--- src/rtl/router_pkg.sv ---
// router_pkg: definitions shared across the 5-port mesh router.
//   flit_id_e  - flit type codes carried with every flit
//   port_oh_e  - one-hot port encodings, matching the arbiter's state bits
//   req_state_e - per-port requester FSM states
//   LEN_W      - width of the packet length field in a header flit
package router_pkg;

  localparam int LEN_W = 12;

  typedef enum logic [2:0] {
    FLIT_NONE = 3'b000,
    HEADER    = 3'b001,
    BODY      = 3'b010,
    TAIL      = 3'b100
  } flit_id_e;

  typedef enum logic [4:0] {
    PORT_L = 5'b00001,
    PORT_N = 5'b00010,
    PORT_E = 5'b00100,
    PORT_W = 5'b01000,
    PORT_S = 5'b10000
  } port_oh_e;

  typedef enum logic [1:0] {
    IDLE,
    REQ,
    SEND,
    SUSPEND
  } req_state_e;

endpackage

--- src/rtl/flit_fifo.sv ---
// flit_fifo: synchronous circular FIFO with wrap-bit pointers.
//   clk, rst        - clock, synchronous active-high reset (pointers only)
//   push_i, wdata_i - write request and data; taken when not full, or when
//                     full and popping in the same cycle
//   pop_i           - read request; ignored when empty
//   full_o, empty_o - occupancy flags derived from the pointers
//   head_o          - entry at the read pointer (meaningless when empty)
module flit_fifo #(
  parameter int W     = 35,
  parameter int DEPTH = 8
) (
  input  logic         clk,
  input  logic         rst,
  input  logic         push_i,
  input  logic [W-1:0] wdata_i,
  input  logic         pop_i,
  output logic         full_o,
  output logic         empty_o,
  output logic [W-1:0] head_o
);

  localparam int AW = $clog2(DEPTH);

  logic [W-1:0] mem_q [DEPTH];
  logic [AW:0]  wptr_q, wptr_d, rptr_q, rptr_d;
  logic         do_push, do_pop;

  assign empty_o = (wptr_q == rptr_q);
  assign full_o  = (wptr_q[AW] != rptr_q[AW]) && (wptr_q[AW-1:0] == rptr_q[AW-1:0]);
  assign head_o  = mem_q[rptr_q[AW-1:0]];

  // When full, the write slot is the slot being read this cycle, so a
  // simultaneous push and pop keeps the occupancy unchanged.
  assign do_push = push_i && (!full_o || pop_i);
  assign do_pop  = pop_i && !empty_o;
  assign wptr_d  = do_push ? wptr_q + (AW + 1)'(1) : wptr_q;
  assign rptr_d  = do_pop  ? rptr_q + (AW + 1)'(1) : rptr_q;

  // NOTE: storage is deliberately not reset; the pointers alone define which
  // entries are valid, and a reset-free array maps onto plain RAM.
  always_ff @(posedge clk) begin
    if (do_push) mem_q[wptr_q[AW-1:0]] <= wdata_i;
  end

  // NOTE: sequential state uses non-blocking assignments so every flop
  // samples pre-edge values regardless of block ordering.
  always_ff @(posedge clk) begin
    if (rst) begin
      wptr_q <= '0;
      rptr_q <= '0;
    end else begin
      wptr_q <= wptr_d;
      rptr_q <= rptr_d;
    end
  end

endmodule

--- src/rtl/port_requester.sv ---
// port_requester: input-side requester for one router port. Buffers flits,
// decodes the head flit for the output arbiter and drains one flit per cycle
// while granted, suspending mid-packet when the grant is withdrawn.
//   clk, rst                          - clock, synchronous active-high reset
//   in_valid/in_ready/in_flit_id/in_data - upstream flit interface
//   req, flit_id, length              - arbiter request, head flit id, packet length
//   grant                             - this port's grant bit from the arbiter
//   out_valid/out_flit_id/out_data    - registered flit towards the crossbar
//   err                               - one-cycle protocol error pulse
// Optional feature: define PORT_REQ_LEN_CHECK_EN to enable the per-packet
// sent-flit counter and error reporting; otherwise err is tied low.
module port_requester
  import router_pkg::*;
#(
  parameter int DATA_W = 32,
  parameter int DEPTH  = 8
) (
  input  logic              clk,
  input  logic              rst,
  input  logic              in_valid,
  output logic              in_ready,
  input  logic [2:0]        in_flit_id,
  input  logic [DATA_W-1:0] in_data,
  output logic              req,
  output logic [2:0]        flit_id,
  output logic [LEN_W-1:0]  length,
  input  logic              grant,
  output logic              out_valid,
  output logic [2:0]        out_flit_id,
  output logic [DATA_W-1:0] out_data,
  output logic              err
);

  localparam int FW = 3 + DATA_W;

  logic              fifo_full, fifo_empty;
  logic [FW-1:0]     head;
  logic [2:0]        head_id;
  logic [DATA_W-1:0] head_data;
  logic              pop_send, pop_drop, pop;

  req_state_e        state_q, state_d;
  logic [LEN_W-1:0]  length_q, length_d;
  logic              out_valid_q;
  logic [2:0]        out_flit_id_q;
  logic [DATA_W-1:0] out_data_q;

  flit_fifo #(.W(FW), .DEPTH(DEPTH)) u_fifo (
    .clk    (clk),
    .rst    (rst),
    .push_i (in_valid),
    .wdata_i({in_flit_id, in_data}),
    .pop_i  (pop),
    .full_o (fifo_full),
    .empty_o(fifo_empty),
    .head_o (head)
  );

  assign {head_id, head_data} = head;
  assign pop = pop_send | pop_drop;

  // A full FIFO still accepts a flit in a cycle that pops one.
  assign in_ready = !fifo_full || pop;
  assign flit_id  = fifo_empty ? 3'b000 : head_id;
  assign req      = (state_q != IDLE);
  assign length   = length_q;

  // NOTE: every output of this block gets a default first, so no path can
  // leave a signal unassigned and infer a latch.
  always_comb begin
    state_d  = state_q;
    length_d = length_q;
    pop_send = 1'b0;
    pop_drop = 1'b0;
    unique case (state_q)
      IDLE: begin
        if (!fifo_empty) begin
          if (head_id == HEADER) begin
            length_d = head_data[LEN_W-1:0];
            state_d  = REQ;
          end else begin
            pop_drop = 1'b1;  // orphan flit outside a packet
          end
        end
      end
      REQ: begin
        if (grant) state_d = SEND;
      end
      SEND: begin
        if (!grant) begin
          state_d = SUSPEND;  // arbiter timeout: hold req, resume on re-grant
        end else if (!fifo_empty) begin
          pop_send = 1'b1;
          if (head_id == TAIL) state_d = IDLE;
        end
      end
      SUSPEND: begin
        if (grant) state_d = SEND;
      end
      default: state_d = IDLE;
    endcase
  end

  always_ff @(posedge clk) begin
    if (rst) begin
      state_q       <= IDLE;
      length_q      <= '0;
      out_valid_q   <= 1'b0;
      out_flit_id_q <= '0;
      out_data_q    <= '0;
    end else begin
      state_q     <= state_d;
      length_q    <= length_d;
      out_valid_q <= pop_send;
      if (pop_send) begin
        out_flit_id_q <= head_id;
        out_data_q    <= head_data;
      end
    end
  end

  assign out_valid   = out_valid_q;
  assign out_flit_id = out_flit_id_q;
  assign out_data    = out_data_q;

`ifdef PORT_REQ_LEN_CHECK_EN
  logic [LEN_W-1:0] cnt_q, cnt_d, cnt_next;
  logic             err_q, err_d;

  // Count flits sent in the current packet; errors only flag, never alter flow.
  always_comb begin
    cnt_d    = cnt_q;
    err_d    = pop_drop;
    cnt_next = cnt_q + LEN_W'(1);
    if (state_q == IDLE) cnt_d = '0;
    if (pop_send) begin
      cnt_d = cnt_next;
      if (head_id == TAIL) begin
        if (cnt_next != length_q) err_d = 1'b1;
      end else if (cnt_next == length_q) begin
        err_d = 1'b1;  // length reached without a tail
      end
      // Only the packet's own header may pop with a zero count.
      if (head_id == HEADER && cnt_q != '0) err_d = 1'b1;
    end
  end

  always_ff @(posedge clk) begin
    if (rst) begin
      cnt_q <= '0;
      err_q <= 1'b0;
    end else begin
      cnt_q <= cnt_d;
      err_q <= err_d;
    end
  end

  assign err = err_q;
`else
  assign err = 1'b0;
`endif

endmodule
--- config.mk ---
export PLATFORM = sky130hd
export DESIGN_NAME = port_requester
export DESIGN_NICKNAME = d
export VERILOG_FILES = /design/src/rtl/router_pkg.sv /design/src/rtl/flit_fifo.sv /design/src/rtl/port_requester.sv
export SDC_FILE = /design/constraint.sdc
export NUM_CORES = 1
export LEC_CHECK = 0
export CAP_MARGIN = 40
export CELL_PAD_IN_SITES_DETAIL_PLACEMENT = 0
export CELL_PAD_IN_SITES_GLOBAL_PLACEMENT = 1
export CORE_MARGIN = 10
export CORE_UTILIZATION = 54
export DETAILED_ROUTE_END_ITERATION = 8
export HOLD_SLACK_MARGIN = 0.08
export PLACE_DENSITY = 0.95
export SLEW_MARGIN = 20
export SYNTH_ARGS = -nofsm -noshare
export SYNTH_HDL_FRONTEND = slang
export SYNTH_SLANG_ARGS = --single-unit
--- constraint.sdc ---
create_clock -name clk -period 14.15 [get_ports clk]
set_input_delay 2.83 -clock clk [delete_from_list [all_inputs] [get_ports clk]]
set_output_delay 2.83 -clock clk [all_outputs]
set_load 0.05 [all_outputs]
==> summary.md <==
| Metric | Value |
|---|---|
| Hold path depth | 2 |
| Crit path launch type | input port |
| Total GRT Usage | 0.1744 |
| Filler cells | 1529 |
| Io pins | 93 |
| Top cells by area, synth | edfxtp_1, mux4_2, dfxtp_1 |
| Fmax | 132.1 MHz |
| Num CTS Buffers | 34 |
| Final WL | 26.20 mm |
| Mapped Avg Cell Area | 19.60 um^2 |
| Vias in the first global route | 6823 |
| # Post-CTS Setup Buffers | 0 |
| Peak VDD IR | 0.1148 mV |
| Pre-CTS setup slack | 6.588 ns |
| Switching Share | 0.2549 |
| Final GP Congestion | 0.7291 |
| Worst endpoint required time | 11.32 ns |
| DR vias/cell | 5.829 |
| Reg2reg path depth | 8 |
| Drt wl/cell | 23.93 um |
| Storage cell area | 9635 um^2 |
| Cell taking the most area after synthesis | edfxtp_1 |
| H-Tree Depth | 2 |
| Vias | 6383 |
| Post-Syn Nets | 688 |
| Most common cell on crit path | clkdlybuf4s50_1 |
| Clock tree buffer depth | 3 |
| Pwr dens | 165.5 nW/um^2 |
| Sequential share of power | 0.460 |
| Port Buffers | 91 |
| Area grow syn2layout | 19.74% |
| Core Area | 23260 um^2 |
| Status | complete, no violations |
| CP Class | in2out |
| Initial cell density of the core | 0.5451 |
| Post-CTS Hold Buffers | 0 |
| Max_cap viols | 0 |
| First-pass GRT wire length | 40.57 mm |
| Worst reg2reg setup slack | 10.51 ns |
| Buf+Inv Stages, Crit Path | 2 |
| Final WS setup | 6.578 ns |
| Ratio of cells with drive above 1 in the final layout | 0.1985 |
| Most frequent cells in the layout | edfxtp_1, clkdlybuf4s50_1, mux4_2, nor2_1, dfxtp_1 |
| Largest net degree at the start of global routing | 62 |
| P_sw | 640.4 uW |
| Setup TNS | 0 ns |
| DP HPWL | 14.46 mm |
| Worst Clk Skew | 0.01756 ns |
| Critical Path AT | 4.74 ns |
| Crit path cell chain | clkdlybuf4s50_1, nand3b_1, nand3_1, or2_1, clkdlybuf4s50_1 |
| DIE WIDTH | 173.2 um |
| Root buffer cell | clkbuf_16 |
| Drc violations | 0 |
| Mapped Area | 12680 um^2 |
| # setup viols final | 0 |
| Crit path depth | 5 |
| CP max FO | 4 |
| Yosys top cell area share | 0.6631 |
| Min-delay worst type | reg2reg |
| Latest clock arrival within the worst-skew pair | 0.52 ns |
| Footprint of the multi-input gates | 2944 um^2 |
| Cell family with most CP delay | buffers and inverters |
| Sink Count | 341 |
| Comb power frac | 0.185 |
| Final Power | 2512 uW |
| Max_slew headroom | 0.4385 |
| Inserted Diodes | 0 |
| Worst slew pin tran | 0.8422 ns |
| Initial antenna violation count | 2 |
| Worst setup EP type | primary output |
| Sequential share of the synthesized area | 0.7594 |
| Final Max Tran Viols | 0 |
| Count of different cell masters after synthesis | 36 |
| Nets | 794 |
| Final worst-path cycle share | 0.5351 |
| Overflow after GRT | 0 |
| Ys Warns | 0 |
| Site row count | 56 |
| Detail Route Antenna Nets | 0 |
| Min Clock Period, post-route | 7.572 ns |
| Initial DRT Pass Iterations | 7 |
| Final hold violations | 0 |
| Chip height | 173.2 um |
| Initial drt markers | 497 |
| RSZ-0062 raised after global routing | no |
| CP max stage delay | 0.82 ns |
| Commonest non-fill, non-tap cell in the layout | edfxtp_1 |
| Leakage | 0.004688 uW |
| Int Pwr | 1872 uW |
| Seq cells post-synth | 341 |
| Post-cts sizing count | 0 |
| Die ar. | 30010 um^2 |
| Mapped Cells | 647 |
| Critical path's slowest cell | clkdlybuf4s50_1 |
| Clock power share | 0.354 |
| CTS clk-pin slew, worst paths | 0.06 ns |
| TritonCTS clock tree | done |
[final cells by class]
class,instances,share of cell area
Multi-Input combinational cell,266,0.1939
Inverter,2,0.0004945
Clock buffer,45,0.06148
Sequential cell,341,0.6347
Tap cell,319,0.02629
Clock inverter,14,0.01162
Timing Repair Buffer,108,0.07153
[flip-flops by register name (all words and copies together) (netlist names), named ones only]
signal	count
u_fifo.mem_q	280
out_valid	1
out_flit_id	3
length	12
out_data	32
u_fifo.wptr_q	4
state_q	2
u_fifo.rptr_q	4
[final timing paths]
| kind | start | end |
|---|---|---|
| max | grant | in_ready |
| min | out_data[2]$_SDFFE_PP0P_ | out_data[2]$_SDFFE_PP0P_ |
| max reg2reg | flop | u_fifo.mem_q[4][9]$_DFFE_PP_ |
| min reg2reg | out_data[2]$_SDFFE_PP0P_ | out_data[2]$_SDFFE_PP0P_ |
[power groups by stage]
stage / clock network, uW / logic (uW) / registers [uW]
floorplan: 0 / 308 / 1200
detailed placement: 0 / 456 / 1180
global placement: 0 / 441 / 1170
CTS: 907 / 460 / 1160
global route: 944 / 498 / 1160
finish: 890 / 466 / 1160
[worst reg2reg max path, cell delays in order (launching register included)]
cell,delay [ns]
dfxtp_2,0.32
buf_4,0.64
mux4_2,0.45
mux2_2,0.33
a311oi_4,0.40
or2_1,0.21
nand2b_1,0.21
nor3_2,0.16
buf_4,0.54
[synth_stat cells, drive strengths merged]
cell type    n
mux2         1
mux4        70
dfxtp       61
or3b         1
inv          2
buf         15
nand2        3
o21ai        5
nand3b       1
xor2         8
conb         1
nor3         7
a211oi      47
nand4        1
ha           2
nor4         1
nand2b       1
clkbuf      23
mux2i       36
a311oi       1
or3          2
a22oi        1
a21oi        4
or2          2
nor2        66
o2111ai      1
nand3        4
edfxtp     280
[cells by family after synthesis]
group / share of synthesized area
xor gates and xnor gates: 0.005526
other: 0.0002957
AOI/OAI and AO/OA: 0.03503
and+or+nand+nor: 0.03039
adders and majority gates: 0.001973
muxes: 0.1539
DFF: 0.7594
buffers and inverters: 0.01342
[per-layer routing]
layer  global-route usage  wire [um]  up-vias
met5                    0         18        -
met4              0.05354        549        2
met3              0.04487       1805       45
met2               0.2952      13360      229
met1               0.2171      10470     3283
li1                     -          -     2824
[metrics by stage]
| step | hold slack [ns] | util | cells | cell area, um^2 |
|---|---|---|---|---|
| 3_3_place_gp | 0.4856 | 0.6014 | 1032 | 13990 |
| 2_1_floorplan | 0.4746 | - | 647 | 12680 |
| 6_report | 0.4967 | 0.6526 | 1095 | 15180 |
| 5_1_grt | 0.5178 | 0.6526 | 1095 | 15180 |
| 3_5_place_dp | 0.4939 | 0.6017 | 1033 | 14000 |
| 4_1_cts | 0.5017 | 0.6494 | 1092 | 15110 |
Power figures use the tool's default switching activity.
